$ cat src/rtl/csr_exc_ctrl_if.sv
// WB-stage CSR port plus exception/ertn commit, interrupt lines and redirect targets.
interface csr_exc_ctrl_if;
  logic        csr_re;
  logic [13:0] csr_num;
  logic [31:0] csr_rvalue;
  logic        csr_we;
  logic [31:0] csr_wmask;
  logic [31:0] csr_wvalue;
  logic        wb_ex;
  logic [5:0]  wb_ecode;
  logic [8:0]  wb_esubcode;
  logic [31:0] wb_pc;
  logic [31:0] wb_vaddr;
  logic        ertn_flush;
  logic [7:0]  hw_int_in;
  logic        ipi_int_in;
  logic        has_int;
  logic [31:0] ex_entry;
  logic [31:0] ertn_entry;

  modport master (
    output csr_re, csr_num, csr_we, csr_wmask, csr_wvalue,
    output wb_ex, wb_ecode, wb_esubcode, wb_pc, wb_vaddr, ertn_flush,
    output hw_int_in, ipi_int_in,
    input  csr_rvalue, has_int, ex_entry, ertn_entry
  );

  modport slave (
    input  csr_re, csr_num, csr_we, csr_wmask, csr_wvalue,
    input  wb_ex, wb_ecode, wb_esubcode, wb_pc, wb_vaddr, ertn_flush,
    input  hw_int_in, ipi_int_in,
    output csr_rvalue, has_int, ex_entry, ertn_entry
  );
endinterface

$ cat src/rtl/csr_exc_ctrl.sv
// CSR file, exception/ertn commit sequencing, constant timer and interrupt request.
// Reads and redirect targets are combinational from current state.
module csr_exc_ctrl (
  input  logic          clk,
  input  logic          resetn,
  csr_exc_ctrl_if.slave io_bus
);

  localparam logic [13:0] CSR_CRMD   = 14'h0000;
  localparam logic [13:0] CSR_PRMD   = 14'h0001;
  localparam logic [13:0] CSR_ECFG   = 14'h0004;
  localparam logic [13:0] CSR_ESTAT  = 14'h0005;
  localparam logic [13:0] CSR_ERA    = 14'h0006;
  localparam logic [13:0] CSR_BADV   = 14'h0007;
  localparam logic [13:0] CSR_EENTRY = 14'h000c;
  localparam logic [13:0] CSR_SAVE0  = 14'h0030;
  localparam logic [13:0] CSR_SAVE1  = 14'h0031;
  localparam logic [13:0] CSR_SAVE2  = 14'h0032;
  localparam logic [13:0] CSR_SAVE3  = 14'h0033;
  localparam logic [13:0] CSR_TID    = 14'h0040;
  localparam logic [13:0] CSR_TCFG   = 14'h0041;
  localparam logic [13:0] CSR_TVAL   = 14'h0042;
  localparam logic [13:0] CSR_TICLR  = 14'h0044;

  localparam logic [5:0]  ECODE_ADEF = 6'h08;
  localparam logic [5:0]  ECODE_ALE  = 6'h09;

  logic [1:0]  r_crmd_plv;
  logic        r_crmd_ie;
  logic        r_crmd_da;
  logic        r_crmd_pg;
  logic [1:0]  r_prmd_pplv;
  logic        r_prmd_pie;
  logic [12:0] r_ecfg_lie;
  logic [12:0] r_estat_is;
  logic [5:0]  r_estat_ecode;
  logic [8:0]  r_estat_esubcode;
  logic [31:0] r_era;
  logic [31:0] r_badv;
  logic [25:0] r_eentry_va;
  logic [31:0] r_save [4];
  logic [31:0] r_tid;
  logic        r_tcfg_en;
  logic        r_tcfg_per;
  logic [29:0] r_tcfg_initval;
  logic [31:0] r_tval;

  logic [31:0] w_rvalue;
  logic [31:0] w_wdata;
  logic        w_wr_en;
  logic        w_wr_tcfg;
  logic        w_ticlr;
  logic        w_timer_fire;
  logic [31:0] w_tval_next;
  logic        w_unused;

  // Read mux; unlisted bits and unknown indices read as zero.
  always_comb begin
    w_rvalue = 32'd0;
    case (io_bus.csr_num)
      CSR_CRMD:   w_rvalue = {27'd0, r_crmd_pg, r_crmd_da, r_crmd_ie, r_crmd_plv};
      CSR_PRMD:   w_rvalue = {29'd0, r_prmd_pie, r_prmd_pplv};
      CSR_ECFG:   w_rvalue = {19'd0, r_ecfg_lie};
      CSR_ESTAT:  w_rvalue = {1'b0, r_estat_esubcode, r_estat_ecode, 3'd0, r_estat_is};
      CSR_ERA:    w_rvalue = r_era;
      CSR_BADV:   w_rvalue = r_badv;
      CSR_EENTRY: w_rvalue = {r_eentry_va, 6'd0};
      CSR_SAVE0:  w_rvalue = r_save[0];
      CSR_SAVE1:  w_rvalue = r_save[1];
      CSR_SAVE2:  w_rvalue = r_save[2];
      CSR_SAVE3:  w_rvalue = r_save[3];
      CSR_TID:    w_rvalue = r_tid;
      CSR_TCFG:   w_rvalue = {r_tcfg_initval, r_tcfg_per, r_tcfg_en};
      CSR_TVAL:   w_rvalue = r_tval;
      default:    w_rvalue = 32'd0;
    endcase
  end

  // Commit events pre-empt a software write in the same cycle.
  assign w_wr_en   = io_bus.csr_we & ~io_bus.wb_ex & ~io_bus.ertn_flush;
  assign w_wdata   = (io_bus.csr_wmask & io_bus.csr_wvalue) | (~io_bus.csr_wmask & w_rvalue);
  assign w_wr_tcfg = w_wr_en && (io_bus.csr_num == CSR_TCFG);
  assign w_ticlr   = w_wr_en && (io_bus.csr_num == CSR_TICLR) && w_wdata[0];

  // A TCFG write reloads the counter, so it is not a 1->0 transition that edge.
  assign w_timer_fire = r_tcfg_en && (r_tval == 32'd1) && !w_wr_tcfg;

  always_comb begin
    w_tval_next = r_tval;
    if (w_wr_tcfg) begin
      w_tval_next = {w_wdata[31:2], 2'b00};
    end else if (r_tcfg_en) begin
      if (r_tval != 32'd0) begin
        w_tval_next = r_tval - 32'd1;
      end else if (r_tcfg_per) begin
        w_tval_next = {r_tcfg_initval, 2'b00};
      end
    end
  end

  always_ff @(posedge clk) begin
    if (!resetn) begin
      r_crmd_plv       <= 2'd0;
      r_crmd_ie        <= 1'b0;
      r_crmd_da        <= 1'b1;
      r_crmd_pg        <= 1'b0;
      r_prmd_pplv      <= 2'd0;
      r_prmd_pie       <= 1'b0;
      r_ecfg_lie       <= 13'd0;
      r_estat_is       <= 13'd0;
      r_estat_ecode    <= 6'd0;
      r_estat_esubcode <= 9'd0;
      r_era            <= 32'd0;
      r_badv           <= 32'd0;
      r_eentry_va      <= 26'd0;
      r_save           <= '{default: 32'd0};
      r_tid            <= 32'd0;
      r_tcfg_en        <= 1'b0;
      r_tcfg_per       <= 1'b0;
      r_tcfg_initval   <= 30'd0;
      r_tval           <= 32'd0;
    end else begin
      r_tval            <= w_tval_next;
      r_estat_is[9:2]   <= io_bus.hw_int_in;
      r_estat_is[10]    <= 1'b0;
      r_estat_is[12]    <= io_bus.ipi_int_in;
      if (w_timer_fire) begin
        r_estat_is[11] <= 1'b1;
      end else if (w_ticlr) begin
        r_estat_is[11] <= 1'b0;
      end

      if (io_bus.wb_ex) begin
        r_prmd_pplv      <= r_crmd_plv;
        r_prmd_pie       <= r_crmd_ie;
        r_crmd_plv       <= 2'd0;
        r_crmd_ie        <= 1'b0;
        r_era            <= io_bus.wb_pc;
        r_estat_ecode    <= io_bus.wb_ecode;
        r_estat_esubcode <= io_bus.wb_esubcode;
        if (io_bus.wb_ecode == ECODE_ADEF) begin
          r_badv <= io_bus.wb_pc;
        end else if (io_bus.wb_ecode == ECODE_ALE) begin
          r_badv <= io_bus.wb_vaddr;
        end
      end else if (io_bus.ertn_flush) begin
        r_crmd_plv <= r_prmd_pplv;
        r_crmd_ie  <= r_prmd_pie;
      end else if (w_wr_en) begin
        case (io_bus.csr_num)
          CSR_CRMD: begin
            r_crmd_plv <= w_wdata[1:0];
            r_crmd_ie  <= w_wdata[2];
            r_crmd_da  <= w_wdata[3];
            r_crmd_pg  <= w_wdata[4];
          end
          CSR_PRMD: begin
            r_prmd_pplv <= w_wdata[1:0];
            r_prmd_pie  <= w_wdata[2];
          end
          CSR_ECFG:   r_ecfg_lie <= {w_wdata[12:11], 1'b0, w_wdata[9:0]};
          CSR_ESTAT:  r_estat_is[1:0] <= w_wdata[1:0];
          CSR_ERA:    r_era <= w_wdata;
          CSR_BADV:   r_badv <= w_wdata;
          CSR_EENTRY: r_eentry_va <= w_wdata[31:6];
          CSR_SAVE0:  r_save[0] <= w_wdata;
          CSR_SAVE1:  r_save[1] <= w_wdata;
          CSR_SAVE2:  r_save[2] <= w_wdata;
          CSR_SAVE3:  r_save[3] <= w_wdata;
          CSR_TID:    r_tid <= w_wdata;
          CSR_TCFG: begin
            r_tcfg_en      <= w_wdata[0];
            r_tcfg_per     <= w_wdata[1];
            r_tcfg_initval <= w_wdata[31:2];
          end
          default: ;
        endcase
      end
    end
  end

  assign io_bus.csr_rvalue = w_rvalue;
  assign io_bus.has_int    = (|(r_estat_is & r_ecfg_lie)) & r_crmd_ie;
  assign io_bus.ex_entry   = {r_eentry_va, 6'd0};
  assign io_bus.ertn_entry = r_era;

  // The read strobe is informational only.
  assign w_unused = io_bus.csr_re;

endmodule

$ cat src/flat_wrapper.sv
// flat-port wrapper written by rule: the top's interface ports become plain ports
module csr_exc_ctrl_flat 
  (clk, resetn, io_bus_csr_re, io_bus_csr_num, io_bus_csr_we, io_bus_csr_wmask, io_bus_csr_wvalue, io_bus_wb_ex, io_bus_wb_ecode, io_bus_wb_esubcode, io_bus_wb_pc, io_bus_wb_vaddr, io_bus_ertn_flush, io_bus_hw_int_in, io_bus_ipi_int_in, io_bus_csr_rvalue, io_bus_has_int, io_bus_ex_entry, io_bus_ertn_entry);
  csr_exc_ctrl_if io_bus_i ();
  input  logic clk;
  input  logic resetn;
  input wire logic [$bits(io_bus_i.csr_re)-1:0] io_bus_csr_re;
  input wire logic [$bits(io_bus_i.csr_num)-1:0] io_bus_csr_num;
  input wire logic [$bits(io_bus_i.csr_we)-1:0] io_bus_csr_we;
  input wire logic [$bits(io_bus_i.csr_wmask)-1:0] io_bus_csr_wmask;
  input wire logic [$bits(io_bus_i.csr_wvalue)-1:0] io_bus_csr_wvalue;
  input wire logic [$bits(io_bus_i.wb_ex)-1:0] io_bus_wb_ex;
  input wire logic [$bits(io_bus_i.wb_ecode)-1:0] io_bus_wb_ecode;
  input wire logic [$bits(io_bus_i.wb_esubcode)-1:0] io_bus_wb_esubcode;
  input wire logic [$bits(io_bus_i.wb_pc)-1:0] io_bus_wb_pc;
  input wire logic [$bits(io_bus_i.wb_vaddr)-1:0] io_bus_wb_vaddr;
  input wire logic [$bits(io_bus_i.ertn_flush)-1:0] io_bus_ertn_flush;
  input wire logic [$bits(io_bus_i.hw_int_in)-1:0] io_bus_hw_int_in;
  input wire logic [$bits(io_bus_i.ipi_int_in)-1:0] io_bus_ipi_int_in;
  output wire logic [$bits(io_bus_i.csr_rvalue)-1:0] io_bus_csr_rvalue;
  output wire logic [$bits(io_bus_i.has_int)-1:0] io_bus_has_int;
  output wire logic [$bits(io_bus_i.ex_entry)-1:0] io_bus_ex_entry;
  output wire logic [$bits(io_bus_i.ertn_entry)-1:0] io_bus_ertn_entry;
  assign io_bus_i.csr_re = io_bus_csr_re;
  assign io_bus_i.csr_num = io_bus_csr_num;
  assign io_bus_i.csr_we = io_bus_csr_we;
  assign io_bus_i.csr_wmask = io_bus_csr_wmask;
  assign io_bus_i.csr_wvalue = io_bus_csr_wvalue;
  assign io_bus_i.wb_ex = io_bus_wb_ex;
  assign io_bus_i.wb_ecode = io_bus_wb_ecode;
  assign io_bus_i.wb_esubcode = io_bus_wb_esubcode;
  assign io_bus_i.wb_pc = io_bus_wb_pc;
  assign io_bus_i.wb_vaddr = io_bus_wb_vaddr;
  assign io_bus_i.ertn_flush = io_bus_ertn_flush;
  assign io_bus_i.hw_int_in = io_bus_hw_int_in;
  assign io_bus_i.ipi_int_in = io_bus_ipi_int_in;
  assign io_bus_csr_rvalue = io_bus_i.csr_rvalue;
  assign io_bus_has_int = io_bus_i.has_int;
  assign io_bus_ex_entry = io_bus_i.ex_entry;
  assign io_bus_ertn_entry = io_bus_i.ertn_entry;
  csr_exc_ctrl u_core (.clk(clk), .resetn(resetn), .io_bus(io_bus_i));
endmodule
$ cat config.mk
export PLATFORM = sky130hd
export DESIGN_NAME = csr_exc_ctrl_flat
export DESIGN_NICKNAME = d
export VERILOG_FILES = /design/src/rtl/csr_exc_ctrl_if.sv /design/src/rtl/csr_exc_ctrl.sv /design/src/flat_wrapper.sv
export SDC_FILE = /design/constraint.sdc
export NUM_CORES = 1
export LEC_CHECK = 0
export CAP_MARGIN = 20
export CORE_ASPECT_RATIO = 1.2
export CORE_MARGIN = 1.5
export CORE_UTILIZATION = 51
export DETAILED_ROUTE_END_ITERATION = 16
export GPL_TIMING_DRIVEN = 0
export PLACE_DENSITY = 0.76
export SYNTH_ARGS = -nofsm -noshare
export SYNTH_HDL_FRONTEND = slang
export SYNTH_SLANG_ARGS = --single-unit
$ cat constraint.sdc
create_clock -name clk -period 3.3 [get_ports clk]
set_input_delay 0.66 -clock clk [delete_from_list [all_inputs] [get_ports clk]]
set_output_delay 0.66 -clock clk [all_outputs]
set_load 0.01 [all_outputs]
==> flow_summary.json, run 1 <==
{
  "status": "aborted with a tool error",
  "haltStage": "global routing",
  "tool.error": "[ERROR GRT-0232] Routing congestion too high. Check the congestion heatmap in the GUI.",
  "root_buffer": "clkbuf_16",
  "yosys.area.top_type": "dfxtp_1",
  "synth_edf_count": 0,
  "yosys-top-cells-area": "dfxtp_1 37%, a21oi_1 7.7%, nand2_1 5.6%, o211ai_1 5.4%, nand3_1 3.8%",
  "async_flop_share_pct": 0,
  "synth_seq_area_share_pct": 36.53,
  "overflow": 8,
  "gp_congestion": 1.170,
  "start_util_pct": 51.98,
  "die_w_um": 182.8,
  "yosys-top-cells-count": "361 x dfxtp_1, 303 x a21oi_1, 294 x nand2_1",
  "grt_max_degree": 15,
  "place_ws_ns": -2.660,
  "avgSynthCellArea_sq_um": 8.092,
  "cts_htree_levels": 2,
  "cts_hold_buf": 0,
  "netlist_instances": 2445,
  "synth.most_common_cell": "dfxtp_1",
  "dieHeight_um": 218.8,
  "numPortBuffers": 257,
  "clockBufferDepth": 3,
  "ys_warn_count": 0,
  "gr-usage-all-layers_pct": 72.22,
  "ys_ff_latch": 361,
  "yosysTopAreaCellShare_pct": 36.53,
  "post-dp-hpwl_mm": 92.14,
  "synthFlopType": "dfxtp_1",
  "syn_area_sq_um": 19790,
  "core.rowCount": 78,
  "cts_buffers": 41,
  "ys_types": 98,
  "cts_sinks": 361,
  "io_pins": 269
}
-- cell families after synthesis --
family	share of synthesized area, %
AO/OA/AOI/OAI	28.75
AND/OR/NAND/NOR	22.09
flip-flops	36.53
buffers and inverters	6.014
multiplexers	6.235
XOR/XNOR	0.1771
adder cells (fa/ha/maj)	0.1897
other	0.01895
-- repair_timing --
action	CTS
cloned	7
buffers inserted	178
endpoints found under the setup margin	369
gates resized for setup	554
pin swaps	77
-- metal layers --
metal	overflow	track usage, %
met1	0	72.62
met3	1	55.31
met2	2	89.86
met5	0	30.75
met4	5	70.11
-- through the flow --
step                      utilization, %  cells  area, sq um  setup TNS, ns
after CTS                          72.34   3461        27530         -1.604
after detailed placement           60.94   3207        23190        -463.54
after global placement             60.37   3187        22980        -593.88
after floorplan                        -   2450        19800              0
==> inputs of run 2 (changes only) <==
--- a/config.mk
+++ b/config.mk
@@ -6,12 +6,11 @@
 export NUM_CORES = 1
 export LEC_CHECK = 0
 export CAP_MARGIN = 20
-export CORE_ASPECT_RATIO = 1.2
 export CORE_MARGIN = 1.5
-export CORE_UTILIZATION = 51
+export CORE_UTILIZATION = 40
 export DETAILED_ROUTE_END_ITERATION = 16
 export GPL_TIMING_DRIVEN = 0
-export PLACE_DENSITY = 0.76
+export PLACE_DENSITY_LB_ADDON = 0.15
 export SYNTH_ARGS = -nofsm -noshare
 export SYNTH_HDL_FRONTEND = slang
 export SYNTH_SLANG_ARGS = --single-unit
==> constraint.sdc (replaced) <==
create_clock -name clk -period 4.3 [get_ports clk]
set_input_delay 0.86 -clock clk [delete_from_list [all_inputs] [get_ports clk]]
set_output_delay 0.86 -clock clk [all_outputs]
set_load 0.01 [all_outputs]
==> flow_summary.json, run 2 <==
{
  "status": "finished, violations left",
  "violations": "setup timing",
  "grt_pass1_wl_mm": 181.6,
  "layout.nets": 3064,
  "synth.most_common_cell": "dfxtp_1",
  "yosys-top-cells-count": "361 x dfxtp_1, 303 x a21oi_1, 294 x nand2_1",
  "netlist_instances": 2445,
  "dieHeight_um": 225.4,
  "synth_edf_count": 0,
  "ys_ff_latch": 361,
  "avgSynthCellArea_sq_um": 8.092,
  "final_common_cell": "dfxtp_1",
  "cts_sinks": 361,
  "core-area_sq_um": 48850,
  "post-dp-hpwl_mm": 98.03,
  "cts_buffers": 43,
  "grt_max_degree": 13,
  "antenna_found_initial": 8,
  "slew_violations": 0,
  "mostFrequentLayoutCells": "361 x dfxtp_1, 299 x a21oi_1, 292 x nand2_1",
  "tightest_slew_ns": 1.438,
  "gp_congestion": 1.106,
  "cts_htree_levels": 2,
  "gr-usage-all-layers_pct": 51.79,
  "critPathMaxFanout": 10,
  "synthFlopType": "dfxtp_1",
  "overflow": 0,
  "drc_errors": 0,
  "final_area_sq_um": 26810,
  "yosys.area.top_type": "dfxtp_1",
  "ys_types": 98,
  "place_area_sq_um": 23500,
  "start_util_pct": 40.50,
  "slew_headroom_pct": 4.127,
  "yosys-top-cells-area": "dfxtp_1 37%, a21oi_1 7.7%, nand2_1 5.6%, o211ai_1 5.4%, nand3_1 3.8%",
  "antenna_left": 0,
  "synth_seq_area_share_pct": 36.53,
  "power_density_nw_per_um2": 311.3,
  "max_freq_mhz": 229.1,
  "total_power_mw": 8.345,
  "setup_slack_ns": -0.06482,
  "rsz0062_at_grt": "no",
  "yosysTopAreaCellShare_pct": 36.53,
  "drtIter0Drc": 4457,
  "critical_path_class": "primary input to output pin",
  "end_kind": "output pin",
  "place_ws_ns": -1.852,
  "hold_ws_ns": 0.4523,
  "firstDrtPassIters": 8,
  "hold_violations": 0,
  "setup_viol": 6,
  "largest_reg_flops": 128,
  "ir_drop_mv": 0.2859,
  "io_pins": 269,
  "period_minus_slack_ns": 4.365,
  "avgViaCountPerCell": 6.997,
  "startpoint_type": "primary input",
  "syn_area_sq_um": 19790,
  "crit_required_ns": 3.44,
  "root_buffer": "clkbuf_16",
  "drv_cap": 0,
  "hold_class": "flop to flop",
  "clockBufferDepth": 3,
  "cts_tree": "done",
  "finalCoreUtilization_pct": 54.89,
  "dieArea_sq_um": 50810,
  "routed_wl_mm": 134.9,
  "cts.clk_slew.worst_paths_ns": 0.06,
  "fin_crit_sh_pct": 101.5,
  "syn_to_final_growth_pct": 35.52,
  "async_flop_share_pct": 0,
  "critPathArrivalTime_ns": 3.50,
  "vias": 25110,
  "largest_register": "u_core.r_save",
  "ys_warn_count": 0,
  "p_leak_nw": 9.561,
  "die_w_um": 225.4,
  "core.rowCount": 81,
  "skew_ns": 0.02440,
  "grt_pass1_vias": 23270,
  "numPortBuffers": 257,
  "avgRoutedWirePerCell_um": 37.58,
  "layout-drive-gt1-share_pct": 16.38,
  "clock_latency_ns": 0.59,
  "cts_hold_buf": 0
}
## run 2: cell counts after synthesis
No cell type changed its count.
## run 2: layer usage
layer / share of wire [%] / track usage, %
met1: 35 / 61.82
met2: 39 / 72.04
met3: 16 / 22.69
met4: 9.6 / 40.81
met5: 0.022 / 0
## run 2: through the flow
| stage | TNS, ns | instances |
|---|---|---|
| after floorplan | 0 | 2450 |
| after global placement | -408.69 | 3371 |
| after detailed placement | -206.13 | 3391 |
| after CTS | -0.007042 | 3572 |
| after global routing | 0 | 3583 |
| final | -0.1719 | 3589 |
## run 2: layout make-up
cell class                 count  area, sq um
antenna                        6        15.01
buffer                       245         1446
clock buffer                  59         1239
clock inverter                16        232.7
fill                        4701        22040
inverter                      25        93.84
multi-input combinational   1815        11940
sequential                   361         7227
tap                          664        830.8
timing repair buffer         398         3790
## run 2: final timing paths
path | from | slack [ns] | to | depth (start not counted)
worst max-delay path | io_bus_csr_num[0] | -0.06 | io_bus_csr_rvalue[26] | 10
worst min-delay path | u_core.r_save[109] | 0.45 | u_core.r_save[109] | 2
worst max register to register | u_core.r_tval[19] | 0.44 | u_core.r_tval[17] | 9
worst min register to register | u_core.r_save[109] | 0.45 | u_core.r_save[109] | 2
## run 2: logic make-up after synthesis
group | count (synthesis) | synth area share, %
flip-flops | 361 | 36.53
AO/OA/AOI/OAI | 871 | 28.75
adder cells (fa/ha/maj) | 3 | 0.1897
XOR/XNOR | 4 | 0.1771
AND/OR/NAND/NOR | 817 | 22.09
other | 1 | 0.01895
buffers and inverters | 274 | 6.014
multiplexers | 114 | 6.235
## run 2: worst max-delay path, cell delays in order
cell and delay [ns]:
buf_2 0.26, clkbuf_4 0.28, buf_4 0.31, clkbuf_4 0.31, a22oi_1 0.17, o32ai_1 0.42
nand3b_1 0.23, nand2_1 0.07, nand2_1 0.06, clkdlybuf4s50_1 0.53
## run 2: power breakdown
group	internal (mW)	switching, mW
clock	2.37	1.60
combinational	0.340	0.615
sequential	3.38	0.0420
total	6.09	2.26
## run 2: what timing repair did
item | in CTS | in global routing
setup endpoints to repair | 144 | 34
buffers inserted | 109 | 10
pin swaps | 42 | 4
gates resized for setup | 275 | 39
(Power assumes the default switching activity.)
